$ cat src/rtl/vga_timing_if.sv
// vga_timing_if: raster outputs from the timing generator to the DAC pins and bitgen.
interface vga_timing_if;
  logic       vga_clk;
  logic       vga_hs;
  logic       vga_vs;
  logic       vga_blank_n;
  logic       vga_sync_n;
  logic       frame_start;
  logic [9:0] hcount;
  logic [9:0] vcount;
  modport master (output vga_clk, vga_hs, vga_vs, vga_blank_n, vga_sync_n, frame_start, hcount, vcount);
  modport slave (input vga_clk, vga_hs, vga_vs, vga_blank_n, vga_sync_n, frame_start, hcount, vcount);
endinterface

$ cat src/rtl/vga_timing.sv
// vga_timing: clk/2 pixel clock and 640x480@60 raster counters with registered sync/blank decodes.
module vga_timing #(
  parameter int H_VISIBLE = 640,
  parameter int H_FRONT   = 16,
  parameter int H_SYNC    = 96,
  parameter int H_BACK    = 48,
  parameter int V_VISIBLE = 480,
  parameter int V_FRONT   = 10,
  parameter int V_SYNC    = 2,
  parameter int V_BACK    = 33
) (
  input logic         clk,
  input logic         reset,
  vga_timing_if.master vga
);
  localparam int H_TOTAL = H_VISIBLE + H_FRONT + H_SYNC + H_BACK;
  localparam int V_TOTAL = V_VISIBLE + V_FRONT + V_SYNC + V_BACK;
  localparam logic [9:0] H_LAST = 10'(H_TOTAL - 1);
  localparam logic [9:0] V_LAST = 10'(V_TOTAL - 1);
  localparam logic [9:0] H_VIS  = 10'(H_VISIBLE);
  localparam logic [9:0] V_VIS  = 10'(V_VISIBLE);
  localparam logic [9:0] HS_ON  = 10'(H_VISIBLE + H_FRONT);
  localparam logic [9:0] HS_END = 10'(H_VISIBLE + H_FRONT + H_SYNC - 1);
  localparam logic [9:0] VS_ON  = 10'(V_VISIBLE + V_FRONT);
  localparam logic [9:0] VS_END = 10'(V_VISIBLE + V_FRONT + V_SYNC - 1);
  logic       d_q;
  logic [9:0] h_q, h_d, v_q, v_d;
  logic       hs_q, vs_q, blank_n_q, fs_q;
  always_comb begin
    h_d = !d_q ? h_q : (h_q == H_LAST) ? '0 : h_q + 10'd1;
    v_d = (!d_q || h_q != H_LAST) ? v_q : (v_q == V_LAST) ? '0 : v_q + 10'd1;
  end
  // Decodes use next-state counters so they line up with the counters shown in the same cycle.
  always_ff @(posedge clk) begin
    if (reset) begin
      d_q       <= 1'b0;
      h_q       <= H_LAST;
      v_q       <= V_LAST;
      hs_q      <= 1'b1;
      vs_q      <= 1'b1;
      blank_n_q <= 1'b0;
      fs_q      <= 1'b0;
    end else begin
      d_q       <= !d_q;
      h_q       <= h_d;
      v_q       <= v_d;
      hs_q      <= !(h_d >= HS_ON && h_d <= HS_END);
      vs_q      <= !(v_d >= VS_ON && v_d <= VS_END);
      blank_n_q <= (h_d < H_VIS) && (v_d < V_VIS);
      fs_q      <= (h_d == '0) && (v_d == '0);
    end
  end
  assign vga.vga_clk     = d_q;
  assign vga.vga_hs      = hs_q;
  assign vga.vga_vs      = vs_q;
  assign vga.vga_blank_n = blank_n_q;
  assign vga.vga_sync_n  = 1'b0;
  assign vga.frame_start = fs_q;
  assign vga.hcount      = h_q;
  assign vga.vcount      = v_q;
endmodule

$ cat src/flat_wrapper.sv
// flat-port wrapper written by rule: the top's interface ports become plain ports
module vga_timing_flat 
#(
  parameter int H_VISIBLE = 640,
  parameter int H_FRONT   = 16,
  parameter int H_SYNC    = 96,
  parameter int H_BACK    = 48,
  parameter int V_VISIBLE = 480,
  parameter int V_FRONT   = 10,
  parameter int V_SYNC    = 2,
  parameter int V_BACK    = 33
)
  (clk, reset, vga_vga_clk, vga_vga_hs, vga_vga_vs, vga_vga_blank_n, vga_vga_sync_n, vga_frame_start, vga_hcount, vga_vcount);
  vga_timing_if vga_i ();
  input logic clk;
  input logic reset;
  output wire logic [$bits(vga_i.vga_clk)-1:0] vga_vga_clk;
  output wire logic [$bits(vga_i.vga_hs)-1:0] vga_vga_hs;
  output wire logic [$bits(vga_i.vga_vs)-1:0] vga_vga_vs;
  output wire logic [$bits(vga_i.vga_blank_n)-1:0] vga_vga_blank_n;
  output wire logic [$bits(vga_i.vga_sync_n)-1:0] vga_vga_sync_n;
  output wire logic [$bits(vga_i.frame_start)-1:0] vga_frame_start;
  output wire logic [$bits(vga_i.hcount)-1:0] vga_hcount;
  output wire logic [$bits(vga_i.vcount)-1:0] vga_vcount;
  assign vga_vga_clk = vga_i.vga_clk;
  assign vga_vga_hs = vga_i.vga_hs;
  assign vga_vga_vs = vga_i.vga_vs;
  assign vga_vga_blank_n = vga_i.vga_blank_n;
  assign vga_vga_sync_n = vga_i.vga_sync_n;
  assign vga_frame_start = vga_i.frame_start;
  assign vga_hcount = vga_i.hcount;
  assign vga_vcount = vga_i.vcount;
  vga_timing #(.H_VISIBLE(H_VISIBLE), .H_FRONT(H_FRONT), .H_SYNC(H_SYNC), .H_BACK(H_BACK), .V_VISIBLE(V_VISIBLE), .V_FRONT(V_FRONT), .V_SYNC(V_SYNC), .V_BACK(V_BACK)) u_core (.clk(clk), .reset(reset), .vga(vga_i));
endmodule
$ cat config.mk
export PLATFORM = sky130hd
export DESIGN_NAME = vga_timing_flat
export DESIGN_NICKNAME = d
export VERILOG_FILES = /design/src/rtl/vga_timing_if.sv /design/src/rtl/vga_timing.sv /design/src/flat_wrapper.sv
export SDC_FILE = /design/constraint.sdc
export NUM_CORES = 1
export LEC_CHECK = 0
export CORE_ASPECT_RATIO = 2
export CORE_UTILIZATION = 40
export CTS_BUF_LIST = sky130_fd_sc_hd__clkbuf_2 sky130_fd_sc_hd__clkbuf_4 sky130_fd_sc_hd__clkbuf_8
export CTS_CLUSTER_DIAMETER = 120
export CTS_CLUSTER_SIZE = 14
export DETAILED_ROUTE_END_ITERATION = 7
export SETUP_SLACK_MARGIN = 0.2
export SLEW_MARGIN = 10
export SYNTH_ARGS = -nofsm -noshare
export SYNTH_HDL_FRONTEND = slang
export SYNTH_SLANG_ARGS = --single-unit
$ cat constraint.sdc
create_clock -name clk -period 4.3 [get_ports clk]
set_input_delay 1.29 -clock clk [delete_from_list [all_inputs] [get_ports clk]]
set_output_delay 1.29 -clock clk [all_outputs]
set_load 0.005 [all_outputs]
# Yosys cells after proc, flatten, opt, wreduce, memory -nomap -nowiden
# Index checks and enable logic that the tools add are counted.
# totals
register_bits	25
input_bits	2
out_inout_bits	26
elab_cells	32
# op_classes
add_sub_neg	2
order_cmp	6
n_eq_ne	3
mux	4
n_reduce_logical	10
# ops
cell	n
$mux W10	4
$add A10 B1 Y10 const B	2
$eq A10 B10 Y1 const B	2
$logic_not A10 Y1	2
$ge A10 B10 Y1 const B	1
$ge A10 B9 Y1 const B	1
$le A10 B10 Y1 const B	1
$le A10 B9 Y1 const B	1
$lt A10 B10 Y1 const B	1
$lt A10 B9 Y1 const B	1
$ne A10 B10 Y1 const B	1
$logic_and A1 B1 Y1	4
$logic_not A1 Y1	3
$logic_or A1 B1 Y1	1

# Depth between registers and ports, before layout
# Gate-level depths: netlist (run 1).
# depth
ltp_word	6
depth_mapped	9
mapped_depth_nobuf	8

# Least setup slack after synthesis (run 1)
# No wires, ideal clock.
# synth_path
path_type	register to register
start	register u_core.h_q[0] (netlist: u_core.vga.hcount[0])
end	register u_core.fs_q (netlist: u_core.vga.frame_start)
setup_ns	0.088
arrival_time_ns	2.372
t_required_ns	4.212
setup_slack_ns	1.840
stages_incl_launch_ff	9
n_path_buf	1
period_less_slack_ns	2.460
cell_sequence	dfxtp_1 ha_1 and4_1 buf_2 nand4_4 or3_1 mux2i_1 or3b_2 nor4_2
# synth_between
elab_chain_len	5
word_cells_on_any_way	10
cone_classes	1 x add/sub; 2 x eq/ne; 3 x mux; 4 x reduce/logical
# synth_lines
element	line	text
start: declaration	vga_timing.sv:27	logic [9:0] h_q, h_d, v_q, v_d;
start signal: assignment	vga_timing.sv:37	h_q <= H_LAST;
start signal: assignment	vga_timing.sv:45	h_q <= h_d;
$add A10 B1 Y10 (tied with other cells)	vga_timing.sv:30	h_d = !d_q ? h_q : (h_q == H_LAST) ? '0 : h_q + 10'd1;
$mux W10 / $logic_or A1 B1 Y1 (equally long branches)	vga_timing.sv:30, vga_timing.sv:31	
$mux W10 (on tied branches)	vga_timing.sv:30, vga_timing.sv:31	
$logic_not A10 Y1	vga_timing.sv:50	fs_q <= (h_d == '0) && (v_d == '0);
$logic_and A1 B1 Y1 *	vga_timing.sv:50	
end signal: assignment	vga_timing.sv:50	
end: declaration	vga_timing.sv:28	logic hs_q, vs_q, blank_n_q, fs_q;
# Every way passes the cells marked *; elsewhere a longest branch is shown, timed or not.
# A chain may end at the register's enable or synchronous reset.

# Final worst setup path (run 1)
# layout_path
start	register u_core.d_q (netlist: u_core.vga.vga_clk)
end	output port vga_vga_clk
# layout_rtl
element	line	text
start: declaration	vga_timing.sv:26	logic d_q;
start signal: assignment	vga_timing.sv:44	d_q <= !d_q;
end: declaration	flat_wrapper.sv:17	output wire logic [$bits(vga_i.vga_clk)-1:0] vga_vga_clk;
# No word-level cell between the ends.

==> impl_metrics.toml, run 1 <==
[critical_path]
cp_slowest_cell = "dfxtp_1"
cp_cell_sequence = "clkdlybuf4s50_1"
cp_top_family = "flip-flops"
cp_num_buf_inv = 1
worst-path-max-fanout = 15
crit_path_end_kind = "output port"
slowest_delay_ns = 0.64
crit_required_ns = 3.01
reg2reg_from = "u_core.vga.hcount[0]"
crit_cells = 1
setup.worst_path.class = "reg2out"
cp.arrival_ns = 1.52
reg2reg_slack_ns = 1.51
reg2regPathDepth = 7
r2r-end = "u_core.vga.frame_start"
start_kind = "flop"

[global_routing]
grt_pass1_vias = 1375
grt_util_all_layers = 0.207
grt_max_degree = 22
antenna_found_initial = 0
grt-ovfl-total = 0
grt_pass1_wl_mm = 6.16

[place]
place_hpwl_mm = 2.90
dp_cells = 249
dp_worst_setup_slack_ns = 1.43
placed_cell_area_sq_mm = 0.00178
gp_congestion = 0.850
io_buffers = 26

[cells_and_area]
stdcell_area_sq_mm = 0.00183
instances_no_fill = 253
syn2layout_area_growth_pct = 19.4
drive_gt1_frac = 0.0637
fin_nets = 210
diodes = 0

[routing]
vias = 1458
drt_iter0_markers = 39
ant_nets = 0
vias_per_cell = 5.76
firstDrtPassIters = 4
drc = 0
post_drt_wl_per_cell_um = 15.1
drt_wl_total_mm = 3.83

[pwr]
power.density_mw_per_mm2 = 411
leakage_nw = 0.656
irDropWorstVdd_v = 0.000193

[timing]
rsz0062_at_grt = "no"
worst_slew_pin_slew_ns = 0.636
period_minus_slack_ns = 2.81
fin_crit_sh = 0.653
final_hold_viol_count = 0
setup_viol = 0
relSlewSlack = 0.574
fin_ws_ns = 1.49
slew_viol_final = 0
finalClockSkew_ns = 0.00497
fmax_ghz = 0.356
hold_slack_ns = 0.589
fin_tns_setup_ns = 0

[clocking]
post-cts-setup-buffers = 0
cts.sinks = 25
htree_num_levels = 1
clock_latency_ns = 0.27
cts.repair.resized = 0
cts_tree = "yes"
cts.clk_slew.worst_paths_ns = 0.09
clk_path_buf_depth = 2
numCtsBuffers = 3
cts_root_buf = "clkbuf_8"
ctsHoldBuffers = 0

[worst_hold_path]
min_to = "u_core.vga.vcount[1]"
hp-class = "reg2reg"
min_from = "u_core.vga.vcount[1]"
hold_depth = 2

[floorplanning]
dieArea_sq_mm = 0.00410
die_y_um = 89.6
fp.dieW_um = 45.8
core_area_sq_mm = 0.00365
start_util = 0.421
rows = 31
ios = 28

[yosys]
ys_warn_count = 0
synth_cell_types = 50
synth_edf_count = 0
synth_top_cell_by_area = "dfxtp_1"
syn_inst = 187
syn_nets = 192
synth-async-reset-ratio = 0
ys_ff_latch = 25
avgSynthCellArea_sq_um = 8.20
synth-main-ff-cell = "dfxtp_1"
ys_top_cells_by_count = "dfxtp_1 (25), nand2_1 (20), nor2_1 (17), nand3_1 (9), xor2_1 (9)"
yosys.area.top_type_share = 0.326
synth_area_leaders = "dfxtp_1 (33%), xor2_1 (5.1%), nand2_1 (4.9%)"
ys_seq_area_frac = 0.326
syn-cell-area_sq_mm = 0.00153
synth_most_common_cell = "dfxtp_1"

[flow_run]
drv_cap = 0

[status]
status = "finished, final reports clean"
-- where the power goes --
group / internal (W) / leakage (nW) / switching [W]
clock network: 0.0000657 / 0.0217 / 0.0000761
registers: 0.000258 / 0.204 / 0.0000575
logic: 0.000144 / 0.430 / 0.000152
-- sequential cells by signal, indices dropped and copies added, names as in the netlist --
signal                  count
u_core.vga.frame_start      1
u_core.vga.hcount          10
u_core.vga.vcount          10
u_core.vga.vga_blank_n      1
u_core.vga.vga_clk          1
u_core.vga.vga_hs           1
u_core.vga.vga_vs           1
-- worst max path at each step --
stage,start,slack [ns],end
6_report,u_core.vga.vga_clk,1.49,vga_vga_clk
5_1_grt,u_core.vga.hcount[0],1.30,u_core.vga.frame_start
4_1_cts,u_core.vga.vga_clk,1.48,vga_vga_clk
3_5_place_dp,reset,1.43,u_core.vga.vga_vs
3_3_place_gp,reset,1.46,u_core.vga.vga_vs
2_1_floorplan,u_core.vga.hcount[0],1.84,u_core.vga.frame_start
-- metal layers --
metal  part of all wire  track usage
met1               0.39        0.213
met2               0.52        0.368
met3              0.027       0.0180
met4              0.063        0.155
met5                  0            0
-- cell families (layout without fill, tap and decap cells) --
family | Yosys count | after routing | synth area share
other | 1 | 1 | 0.00244
buffers and inverters | 17 | 34 | 0.0595
AO/OA/AOI/OAI | 37 | 37 | 0.168
multiplexers | 3 | 3 | 0.0196
flip-flops | 25 | 25 | 0.326
XOR/XNOR | 12 | 12 | 0.0685
AND/OR/NAND/NOR | 89 | 89 | 0.331
adder cells (fa/ha/maj) | 3 | 3 | 0.0245
-- cell type report --
cell class / count / area, sq um
fill: 392 / 1810
multi-input combinational: 145 / 942
sequential: 25 / 500
timing repair buffer: 27 / 268
tap: 49 / 61.3
clock buffer: 3 / 41.3
inverter: 3 / 11.3
clock inverter: 1 / 7.51
-- layout by cell type, fill, tap and decap left out, drive strengths merged, types with 2 or more instances in the layout --
cell type	count
inv	3
mux2i	3
nand2b	2
nor2b	4
ha	3
xor2	9
a21o	3
xnor2	3
nor4	3
or3	4
clkbuf	3
o21ai	6
nor3	6
or2	4
o21bai	2
a21oi	6
and4	5
o31ai	3
o22ai	2
a221oi	3
nand4	8
nand3	9
nand2	20
clkdlybuf4s50	26
a31oi	3
o21a	2
dfxtp	25
nor2	17
-- per-stage QoR --
step	total power, W	utilization
2_1_floorplan	0.000519	-
3_3_place_gp	0.000616	0.489
3_5_place_dp	0.000617	0.489
4_1_cts	0.000757	0.502
5_1_grt	0.000800	0.502
6_report	0.000753	0.502
No activity file was read; power rests on OpenSTA's default activity.
==> inputs of run 2 (changes only) <==
==> constraint.sdc (replaced) <==
create_clock -name clk -period 2.9 [get_ports clk]
set_input_delay 0.87 -clock clk [delete_from_list [all_inputs] [get_ports clk]]
set_output_delay 0.87 -clock clk [all_outputs]
set_load 0.005 [all_outputs]
==> run 2 against run 1 <==
  * Clock-buffer cell count is the same
  * Core utilization is 0.93 points higher
  * Routed wire length rose by 9.7%
  * Register-to-register slack got worse by 1.1 ns
  * Worst hold slack worse by 0.011 ns
  * Design area is 1.8% higher
  * Sequential power is 43% higher
  * Clock power up 55%
  * Via count up 2.7%
  * Global-route usage is 1.3 points higher
  * Combinational power is 63% higher
  * Cell count rose by 1.6%
  * Largest cell class unchanged
  * Largest power group is now combinational cells
==> impl_metrics.toml, run 2 (synthesized netlist as in run 1, its figures left out) <==
[cells_and_area]
fin_nets = 214
stdcell_area_sq_mm = 0.00187
final_cell_mix = "clkdlybuf4s50_1 (26), dfxtp_1 (23), nand2_1 (20), nor2_1 (17)"
instances_no_fill = 257
syn2layout_area_growth_pct = 21.6
diodes = 0
nFillCells = 386
final_common_cell = "clkdlybuf4s50_1"
drive_gt1_frac = 0.0962
multiInputGateArea_sq_um = 943
final-seq-area_sq_um = 503

[clocking]
cts_tree = "yes"
numCtsBuffers = 3
post-cts-setup-buffers = 0
cts.repair.resized = 0
clock_latency_ns = 0.27
htree_num_levels = 1
ctsHoldBuffers = 0
cts.sinks = 25
cts_root_buf = "clkbuf_8"
clk_path_buf_depth = 2
cts.clk_slew.worst_paths_ns = 0.10

[routing]
drt_wl_total_mm = 4.20
vias_per_cell = 5.83
ant_nets = 0
vias = 1498
drc = 0
drt_iter0_markers = 57
firstDrtPassIters = 4
post_drt_wl_per_cell_um = 16.3

[floorplanning]
rows = 31
die_y_um = 89.6
fp.dieW_um = 45.8
start_util = 0.421
core_area_sq_mm = 0.00365
ios = 28
dieArea_sq_mm = 0.00410

[timing]
fmax_ghz = 0.405
worst_slew_pin_slew_ns = 0.589
final_hold_viol_count = 0
fin_ws_ns = 0.431
finalClockSkew_ns = 0.00325
fin_crit_sh = 0.851
period_minus_slack_ns = 2.47
slew_viol_final = 0
rsz0062_at_grt = "no"
fin_tns_setup_ns = 0
relSlewSlack = 0.605
setup_viol = 0

[critical_path]
crit_path_start = "u_core.vga.hcount[0]"
cp.arrival_ns = 2.67
reg2reg_slack_ns = 0.43
setup.worst_path.class = "reg2reg"
crit_path_end_kind = "flop"
start_kind = "flop"
reg2reg_from = "u_core.vga.hcount[0]"
crit_required_ns = 3.10
worst-path-max-fanout = 17

[global_routing]
grt_max_degree = 21
grt_util_all_layers = 0.220
grt_pass1_wl_mm = 6.51
grt-ovfl-total = 0
grt_pass1_vias = 1423
antenna_found_initial = 0

[place]
io_buffers = 26
gp_congestion = 0.839
placed_cell_area_sq_mm = 0.00181
place_hpwl_mm = 3.14
dp_cells = 253
dp_worst_setup_slack_ns = 0.316

[flow_run]
drv_cap = 0

[pwr]
power.density_mw_per_mm2 = 620
irDropWorstVdd_v = 0.000443
leakage_nw = 0.673

[worst_hold_path]
hp-class = "reg2reg"
min_from = "u_core.vga.vcount[1]"

[status]
status = "finished, final reports clean"
## run 2: cell type report
type                    count  area share
multi-input cells         145       0.506
flip-flops and latches     25       0.270
repair buffers             31       0.160
well taps                  49      0.0329
clock buffers               3      0.0221
inverters                   3     0.00604
clock inverters             1     0.00402
## run 2: metal layers
| metal | track usage | routed length, um |
|---|---|---|
| met1 | 0.218 | 1620 |
| met2 | 0.408 | 2260 |
| met3 | 0.0200 | 111 |
| met4 | 0.144 | 200 |
| met5 | 0 | 0 |
## run 2: critical path, stage by stage (launching register included)
cell and delay [ns]:
dfxtp_2 0.41, ha_1 0.22, and4_2 0.35, nand4_4 0.12
buf_4 0.22, o31a_1 0.32, a2111oi_2 0.33, nand4b_1 0.17
nor4_2 0.25
## run 2: power by group
group / switching, W / internal [W] / leakage [nW]
logic: 0.000256 / 0.000229 / 0.448
clock network: 0.000122 / 0.0000976 / 0.0217
registers: 0.0000678 / 0.000383 / 0.203
total: 0.000446 / 0.000710 / 0.673
## run 2: metrics by stage
step / power (W) / hold slack, ns / util
floorplan: 0.000770 / 0.528 / -
global placement: 0.000930 / 0.568 / 0.497
detailed placement: 0.000939 / 0.556 / 0.497
CTS: 0.00116 / 0.581 / 0.511
global route: 0.00122 / 0.607 / 0.512
finish: 0.00116 / 0.578 / 0.512
## run 2: worst paths after layout
path / endpoint / depth (start not counted)
hold reg to reg: u_core.vga.vcount[1] / 2
setup reg to reg: u_core.vga.frame_start / 8
hold / removal: u_core.vga.vcount[1] / 2
setup / recovery: u_core.vga.frame_start / 8
